`src/rtl/mem_arb_pkg.sv`:
```
// Shared types for the two-port (CPU / loader) memory arbiter.
package mem_arb_pkg;

    localparam int ARB_ADDR_W = 8;
    localparam int ARB_DATA_W = 8;
    localparam int LOCK_CNT_W = 5;

    // State names the owner of the most recent grant; IDLE counts as B.
    typedef enum logic [1:0] {
        IDLE,
        OWN_A,
        OWN_B,
        LOCK_B
    } arb_state_t;

    typedef enum logic {
        PORT_A = 1'b0,
        PORT_B = 1'b1
    } port_id_t;

    // Command fields use the package widths; override ADDR_W/DATA_W together with these.
    typedef struct packed {
        logic                  we;
        logic [ARB_ADDR_W-1:0] addr;
        logic [ARB_DATA_W-1:0] wdata;
        port_id_t              port;
    } mem_cmd_t;

endpackage

```
`src/rtl/mem_arbiter_rr2.sv`:
```
// Two-way round-robin winner select with a B-priority override for locked bursts.
module arb_rr2 (
    input  logic       a_req,
    input  logic       b_req,
    input  logic       last_b,
    input  logic       force_b,
    output logic [1:0] gnt
);

    logic b_wins;

    // B wins when forced, when alone, or when A was granted last.
    always_comb begin
        b_wins = b_req & (force_b | ~a_req | ~last_b);
        gnt    = {b_wins, a_req & ~b_wins};
    end

endmodule

```
`src/rtl/mem_arbiter.sv`:
```
// Two-port memory arbiter: round-robin A/B with B burst lock, two-stage command pipeline.
module mem_arbiter
    import mem_arb_pkg::*;
#(
    parameter int ADDR_W   = ARB_ADDR_W,
    parameter int DATA_W   = ARB_DATA_W,
    parameter int LOCK_MAX = 16
) (
    input  logic              i_clk,
    input  logic              i_rst,
    input  logic              i_a_req,
    input  logic              i_a_we,
    input  logic [ADDR_W-1:0] i_a_addr,
    input  logic [DATA_W-1:0] i_a_wdata,
    input  logic              i_b_req,
    input  logic              i_b_we,
    input  logic [ADDR_W-1:0] i_b_addr,
    input  logic [DATA_W-1:0] i_b_wdata,
    input  logic              i_b_lock,
    output logic              o_a_gnt,
    output logic              o_b_gnt,
    output logic              o_a_rvalid,
    output logic              o_b_rvalid,
    output logic [DATA_W-1:0] o_a_rdata,
    output logic [DATA_W-1:0] o_b_rdata,
    output logic [ADDR_W-1:0] o_mem_addr,
    output logic [DATA_W-1:0] o_mem_data_write,
    output logic              o_mem_write_enable,
    input  logic [DATA_W-1:0] i_mem_data_read
);

    localparam logic [LOCK_CNT_W:0] LOCK_LIM = LOCK_MAX[LOCK_CNT_W:0];

    arb_state_t            state, state_nxt;
    logic [LOCK_CNT_W-1:0] lock_cnt, lock_cnt_nxt;
    logic [LOCK_CNT_W:0]   lock_cnt_inc;
    logic [1:0]            gnt_p0;
    logic                  last_b, force_b;
    mem_cmd_t              cmd_p0, cmd_p1;
    logic                  vld_p1;
    logic                  rd_a_p1, rd_b_p1;
    logic                  a_rvalid_p2, b_rvalid_p2;
    logic [DATA_W-1:0]     a_rdata_p2, b_rdata_p2;

    assign last_b  = (state != OWN_A);
    assign force_b = (state == LOCK_B) & i_b_lock;

    arb_rr2 u_rr (
        .a_req   (i_a_req & ~i_rst),
        .b_req   (i_b_req & ~i_rst),
        .last_b  (last_b),
        .force_b (force_b),
        .gnt     (gnt_p0)
    );

    assign o_a_gnt = gnt_p0[0];
    assign o_b_gnt = gnt_p0[1];

    // The lock counter only advances on B grants that keep A waiting.
    always_comb begin
        state_nxt    = state;
        lock_cnt_nxt = lock_cnt;
        lock_cnt_inc = {1'b0, lock_cnt} + {{LOCK_CNT_W{1'b0}}, i_a_req};
        if (gnt_p0[0]) begin
            state_nxt    = OWN_A;
            lock_cnt_nxt = '0;
        end else if (gnt_p0[1]) begin
            if (i_b_lock && (lock_cnt_inc < LOCK_LIM)) begin
                state_nxt    = LOCK_B;
                lock_cnt_nxt = lock_cnt_inc[LOCK_CNT_W-1:0];
            end else begin
                state_nxt    = OWN_B;
                lock_cnt_nxt = '0;
            end
        end else if ((state == LOCK_B) && !i_b_lock) begin
            state_nxt    = OWN_B;
            lock_cnt_nxt = '0;
        end
    end

    always_comb begin
        cmd_p0.we    = gnt_p0[1] ? i_b_we : i_a_we;
        cmd_p0.addr  = ARB_ADDR_W'(gnt_p0[1] ? i_b_addr : i_a_addr);
        cmd_p0.wdata = ARB_DATA_W'(gnt_p0[1] ? i_b_wdata : i_a_wdata);
        cmd_p0.port  = gnt_p0[1] ? PORT_B : PORT_A;
    end

    always_ff @(posedge i_clk or posedge i_rst) begin
        if (i_rst) begin
            state    <= IDLE;
            lock_cnt <= '0;
        end else begin
            state    <= state_nxt;
            lock_cnt <= lock_cnt_nxt;
        end
    end

    // Stage 1: accepted command; the register holds its last value when idle.
    always_ff @(posedge i_clk or posedge i_rst) begin
        if (i_rst) begin
            vld_p1 <= 1'b0;
            cmd_p1 <= '0;
        end else begin
            vld_p1 <= |gnt_p0;
            if (|gnt_p0) begin
                cmd_p1 <= cmd_p0;
            end
        end
    end

    assign o_mem_addr         = ADDR_W'(cmd_p1.addr);
    assign o_mem_data_write   = DATA_W'(cmd_p1.wdata);
    assign o_mem_write_enable = vld_p1 & cmd_p1.we;

    assign rd_a_p1 = vld_p1 & ~cmd_p1.we & (cmd_p1.port == PORT_A);
    assign rd_b_p1 = vld_p1 & ~cmd_p1.we & (cmd_p1.port == PORT_B);

    // Stage 2: memory access; asynchronous read data is captured at its end.
    always_ff @(posedge i_clk or posedge i_rst) begin
        if (i_rst) begin
            a_rvalid_p2 <= 1'b0;
            b_rvalid_p2 <= 1'b0;
            a_rdata_p2  <= '0;
            b_rdata_p2  <= '0;
        end else begin
            a_rvalid_p2 <= rd_a_p1;
            b_rvalid_p2 <= rd_b_p1;
            if (rd_a_p1) begin
                a_rdata_p2 <= i_mem_data_read;
            end
            if (rd_b_p1) begin
                b_rdata_p2 <= i_mem_data_read;
            end
        end
    end

    assign o_a_rvalid = a_rvalid_p2;
    assign o_b_rvalid = b_rvalid_p2;
    assign o_a_rdata  = a_rdata_p2;
    assign o_b_rdata  = b_rdata_p2;

endmodule

```
`config.mk`:
```
export PLATFORM = sky130hd
export DESIGN_NAME = mem_arbiter
export DESIGN_NICKNAME = d
export VERILOG_FILES = /design/src/rtl/mem_arb_pkg.sv /design/src/rtl/mem_arbiter_rr2.sv /design/src/rtl/mem_arbiter.sv
export SDC_FILE = /design/constraint.sdc
export NUM_CORES = 1
export LEC_CHECK = 0
export CORE_MARGIN = 8
export CORE_UTILIZATION = 39
export DETAILED_ROUTE_END_ITERATION = 12
export PLACE_DENSITY = 0.77
export SETUP_SLACK_MARGIN = 0.3
export SLEW_MARGIN = 20
export SYNTH_ARGS = -nofsm -noshare
export SYNTH_HDL_FRONTEND = slang
export SYNTH_HIERARCHICAL = 1
export SYNTH_SLANG_ARGS = --single-unit
```
`constraint.sdc`:
```
create_clock -name i_clk -period 1.67 [get_ports i_clk]
set_input_delay 0.334 -clock i_clk [delete_from_list [all_inputs] [get_ports i_clk]]
set_output_delay 0.334 -clock i_clk [all_outputs]
set_load 0.05 [all_outputs]
```
### Word level (Yosys, flattened, before mapping)

Cells that the tools add are included.

* $add $sub $neg: 1
* $lt $le $gt $ge: 1
* equal/unequal tests: 2
* muxes and demuxes: 12
* bitwise logic cells: 17
* reduce and logical (&&, ||, !) cells: 5

Operator list (number)
* 5-bit two-way mux: 4
* 8-bit two-way mux: 2
* 1-bit AND: 9
* 5-bit by 1-bit adder with 6-bit output: 1
* 6-bit by 5-bit < comparator with 1-bit output, second input constant: 1
* 2-bit two-way mux: 3
* 1-bit NOT: 6
* 1-bit two-way mux: 3
* 3-bit nonzero test: 1
* 2-bit == test, second input constant: 1
* 1-bit logical AND: 2
* 2-bit by 1-bit != test with 1-bit output, second input constant: 1
* 1-bit bitwise OR: 2
* 2-bit OR reduction: 1
* 1-bit zero test: 1

* bits in registers: 44
* input port bits: 47
* output and inout bits: 37
* word-level logic and storage cells: 49

### Logic depth before layout (Yosys ltp)

* depth after elaboration: 9
* depth in mapped cells: 8
* mapped depth without buffers: 7

### By module

Netlist, hierarchy kept.

Modules (own cells, without submodules)
* mem_arbiter: times used 1, cells each 188, area each 2014.4 um^2, sequential area each 1101.1 um^2
* arb_rr2: times used 1, cells each 5, area each 37.5 um^2, sequential area each 0.0 um^2

### Worst setup path after synthesis

Ideal clock, no wire load.

* kind: flip-flop to flip-flop
* from: reg state[0]
* to: reg cmd_p1 (netlist bit o_mem_addr[0])
* setup time: 0.132 ns
* arrival: 1.822 ns
* data required time: 1.538 ns
* slack: -0.285 ns
* stages on the path, launching flop included: 7
* path buffers: 1
* clock period less this slack: 1.955 ns
* path through: dfrtp_1 and3_1 nor2b_4 o21a_1 buf_2 mux2i_1 o21ai_1

* word-level cells in the longest chain between the ends: 8
* elaborated cells on any way between the ends: 11
* those cells by class: 2 x eq/ne; 1 x mux; 7 x bitwise; 1 x reduce/logical

Ends and longest elaborated chain
* from (decl): line mem_arbiter.sv:34 `arb_state_t state, state_nxt;`
* from (signal assigned): line mem_arbiter.sv:93 `state <= state_nxt;`
* 2-bit == test: line mem_arbiter.sv:46 `assign force_b = (state == LOCK_B) & i_b_lock;`
* 1-bit AND: line mem_arbiter.sv:46
* net force_b: line mem_arbiter.sv:38 `logic last_b, force_b;`
* 1-bit bitwise OR (2 in a row): line mem_arbiter_rr2.sv:14 `b_wins = b_req & (force_b | ~a_req | ~last_b);`
* 1-bit AND: line mem_arbiter_rr2.sv:14
* 1-bit NOT: line mem_arbiter_rr2.sv:15 `gnt = {b_wins, a_req & ~b_wins};`
* 1-bit AND: line mem_arbiter_rr2.sv:15
* net o_a_gnt: line mem_arbiter.sv:20 `output logic o_a_gnt,`
* 2-bit OR reduction: line mem_arbiter.sv:105 `if (|gnt_p0) begin`
* to (signal assigned): line mem_arbiter.sv:106 `cmd_p1 <= cmd_p0;`
* to (decl): line mem_arbiter.sv:39 `mem_cmd_t cmd_p0, cmd_p1;`

The timed path passes the listed nets, and every way through them passes these cells.
A chain may end at the register's enable or synchronous reset.

### Worst setup path after layout

* from: reg state[1]
* to: reg lock_cnt[3]

* elaborated cells on any way between the ends: 13
* those cells by class: 2 x eq/ne; 2 x mux; 7 x bitwise; 2 x reduce/logical

RTL lines
* 2-bit by 1-bit != test with 1-bit output *: line mem_arbiter.sv:45 `assign last_b = (state != OWN_A);`
* net last_b: line mem_arbiter.sv:38
* 1-bit NOT *: line mem_arbiter_rr2.sv:14
* 1-bit bitwise OR *: line mem_arbiter_rr2.sv:14
* 1-bit AND *: line mem_arbiter_rr2.sv:14
* 1-bit NOT: line mem_arbiter_rr2.sv:15
* 1-bit AND: line mem_arbiter_rr2.sv:15
* 3-bit nonzero test (no source line) / 5-bit two-way mux (equally long branches)
* to (signal assigned): line mem_arbiter.sv:94 `lock_cnt <= lock_cnt_nxt;`
* to (decl): line mem_arbiter.sv:35 `logic [LOCK_CNT_W-1:0] lock_cnt, lock_cnt_nxt;`

Mark *: on every way through the listed nets, which the timed path passes. The rest lies on a longest branch.

==> results.py <==
metrics = {
    "status": {
        "status": "complete, but fails checks",
        "violations": "negative setup slack",
    },
    "cts": {
        "root_buffer": "clkbuf_8",
        "clk_pin_slew_ns": 0.09,
        "cts_buffers": 5,
        "clockBufferDepth": 2,
        "h-tree-depth": 2,
        "clock-sinks": 44,
        "cts_tree": "done",
        "clk_latency_ns": 0.29,
    },
    "sta": {
        "relSlewSlack_pct": 73.06,
        "worst_clock_skew_ns": 0.01020,
        "rsz0062_at_grt": "yes",
        "period_share_pct": 107.5,
        "finalHoldViolCount": 0,
        "worst_slack_ns": -0.1253,
        "period_needed_ns": 1.795,
        "setup_viol": 7,
        "fmax_ghz": 0.5570,
        "drv_slew": 0,
        "whs_ns": 0.2937,
        "tightest_slew_ns": 0.4035,
    },
    "power_and_ir_drop": {
        "p_per_area_nw_per_um2": 1334,
        "cellLeakagePower_uw": 0.001530,
        "ir_worst_vdd_uv": 814.5,
    },
    "logic_synthesis": {
        "ys_ff_latch": 44,
        "ys_types": 33,
        "postSynth.asyncResetShare_pct": 100.0,
        "synth_top_area_share_pct": 53.66,
        "yosysWarnings": 6,
        "avgSynthCellArea_um2": 10.63,
        "yosys.area.top_type": "dfrtp_1",
        "syn_nets": 242,
        "synth_seq_area_share_pct": 53.66,
        "ys_top_cells_by_area": "dfrtp_1, mux2i_1, nand2_1, buf_4, o21ai_1",
        "syn_area_um2": 2052,
        "synth_most_common_cell": "dfrtp_1",
        "synth_edf_count": 0,
        "synth_ff_type": "dfrtp_1",
        "synth_common_cells": "dfrtp_1, nand2_1, o21ai_1",
        "syn_inst": 193,
    },
    "placement": {
        "place_congestion": 0.7382,
        "placed_cell_area_um2": 2968,
        "dp_hpwl_um": 4049,
        "port_buffers": 83,
    },
    "grt": {
        "antenna_found_initial": 0,
        "grt_pass1_vias": 1788,
        "grt_usage_pct": 13.71,
        "gr-total-overflow": 0,
        "grt_max_degree": 25,
        "grt_pass1_wl_um": 8528,
    },
    "critical_path": {
        "crit_arrival_ns": 1.97,
        "cp-start-kind": "register",
        "crit_required_ns": 1.85,
        "critPathCaptureType": "register",
        "crit_type": "reg2reg",
        "crit_fanout": 4,
    },
    "final_layout": {
        "design_area_um2": 3318,
        "fill_cells": 396,
        "final_util_pct": 64.97,
        "area_growth_pct": 61.71,
        "final_nets": 342,
        "n_antenna_cell": 0,
        "drive_above_1_share_pct": 34.69,
    },
    "floorplan": {
        "num_rows": 26,
        "ios": 84,
        "die_height_um": 88.54,
        "die_w_um": 88.54,
        "initial_core_util_pct": 40.18,
        "die_area_um2": 7838,
        "core_um2": 5107,
    },
    "drt": {
        "wl_per_cell_um": 14.75,
        "initialDrtViolationCount": 54,
        "routed_wl_um": 5369,
        "vias_per_cell": 4.681,
        "drc": 0,
        "firstDrtPassIters": 4,
        "ant_nets": 0,
        "vias": 1704,
    },
    "run": {
        "cap_violations": 0,
    },
    "hold_path": {
        "min_path_type": "in2async",
    },
}
## per-stage QoR
stage | setup WS [ns] | TNS, ns | total power, uW | cells
floorplan | -0.07815 | -0.1178 | 2885 | 193
global placement | -0.3402 | -6.114 | 3494 | 344
detailed placement | -0.4202 | -7.279 | 3537 | 344
CTS | -0.1348 | -0.6993 | 4441 | 361
global route | -0.1826 | -0.9215 | 4642 | 364
finish | -0.1253 | -0.5009 | 4428 | 364
## path summary, 6_finish.rpt
| path | startpoint | end | slack [ns] | cells past startpoint |
|---|---|---|---|---|
| min in group i_clk | o_b_rdata[3]$_DFFE_PP0P_ | o_b_rdata[3]$_DFFE_PP0P_ | 0.49 | 2 |
| max in group asynchronous | i_rst | o_b_rdata[6]$_DFFE_PP0P_ | 0.94 | 4 |
| worst min register to register | o_b_rdata[3]$_DFFE_PP0P_ | o_b_rdata[3]$_DFFE_PP0P_ | 0.49 | 2 |
| worst max register to register | state[1]$_DFFE_PP0P_ | lock_cnt[3]$_DFFE_PP0P_ | -0.13 | 8 |
| worst min-delay path | i_rst | cmd_p1[17]$_DFFE_PP0P_ | 0.29 | 3 |
| worst max-delay path | state[1]$_DFFE_PP0P_ | lock_cnt[3]$_DFFE_PP0P_ | -0.13 | 8 |
## critical path, cell delays in order, from the launching register on
cell and delay (ns):
dfrtp_1 0.41, nand2b_4 0.14, nor2b_4 0.13, o21a_4 0.21, buf_6 0.12, or2_4 0.23, a31oi_4 0.17, o21ai_1 0.09
a22o_1 0.19
## routing by layer
layer | vias up | GRT usage [%] | routed length, um
li1 | 835 | - | -
met1 | 806 | 16.47 | 2294
met2 | 57 | 23.01 | 2713
met3 | 6 | 4.457 | 311
met4 | 0 | 3.379 | 49
met5 | - | 0 | 0
## state kept, by name, summed over array words and instances, names as in the netlist
name              flops
o_mem_addr            8
o_mem_data_write      8
cmd_p1                2
o_a_rdata             8
o_a_rvalid            1
o_b_rdata             8
lock_cnt              5
o_b_rvalid            1
state                 2
vld_p1                1
## report_power, final
part	internal (uW)	switching, uW	total (uW)
Combinational	764	1350	2120
Clock	450	364	815
Sequential	1340	159	1500
Total	2550	1870	4430
## logic make-up (layout without fill, tap and decap cells)
group,after synthesis,in the layout,synth area share (%)
muxes,25,25,12.68
AOI/OAI and AO/OA,32,32,9.940
and+or+nand+nor,61,61,13.72
buffers and inverters,29,130,8.780
DFF,44,44,53.66
adders and majority gates,2,2,1.219
## cell usage in the layout (no fill, tap or decap), types with 2 or more instances in the layout
cell | Yosys | layout
o21ai_2 | 0 | 2
nor2_4 | 0 | 2
nor2b_1 | 2 | 2
nand2_1 | 43 | 41
mux2i_1 | 17 | 16
buf_6 | 0 | 10
inv_1 | 4 | 3
buf_12 | 0 | 5
nand2_2 | 0 | 2
dfrtp_1 | 44 | 43
buf_8 | 0 | 3
dlygate4sd2_1 | 0 | 4
o21ai_1 | 20 | 18
inv_2 | 1 | 2
and2_4 | 0 | 2
nand3b_1 | 2 | 2
clkbuf_8 | 0 | 5
mux2_1 | 8 | 8
clkdlybuf4s50_1 | 0 | 42
buf_4 | 17 | 51
a22o_1 | 3 | 3
## what timing repair did
item,CTS,global route
endpoints found under the setup margin,29,37
cloned,1,1
setup buffers,8,2
gates resized for setup,30,10
pin swaps,11,6
hold buffers,0,0
## cell type report
type	count	area (um2)	area share (%)
clock inverters	3	46.29	1.395
flip-flops and latches	44	1102	33.22
repair buffers	117	1129	34.01
multi-input cells	120	865.8	26.09
clock buffers	5	68.82	2.074
well taps	70	87.58	2.640
inverters	5	18.77	0.5656
(Power assumes the default switching activity.)
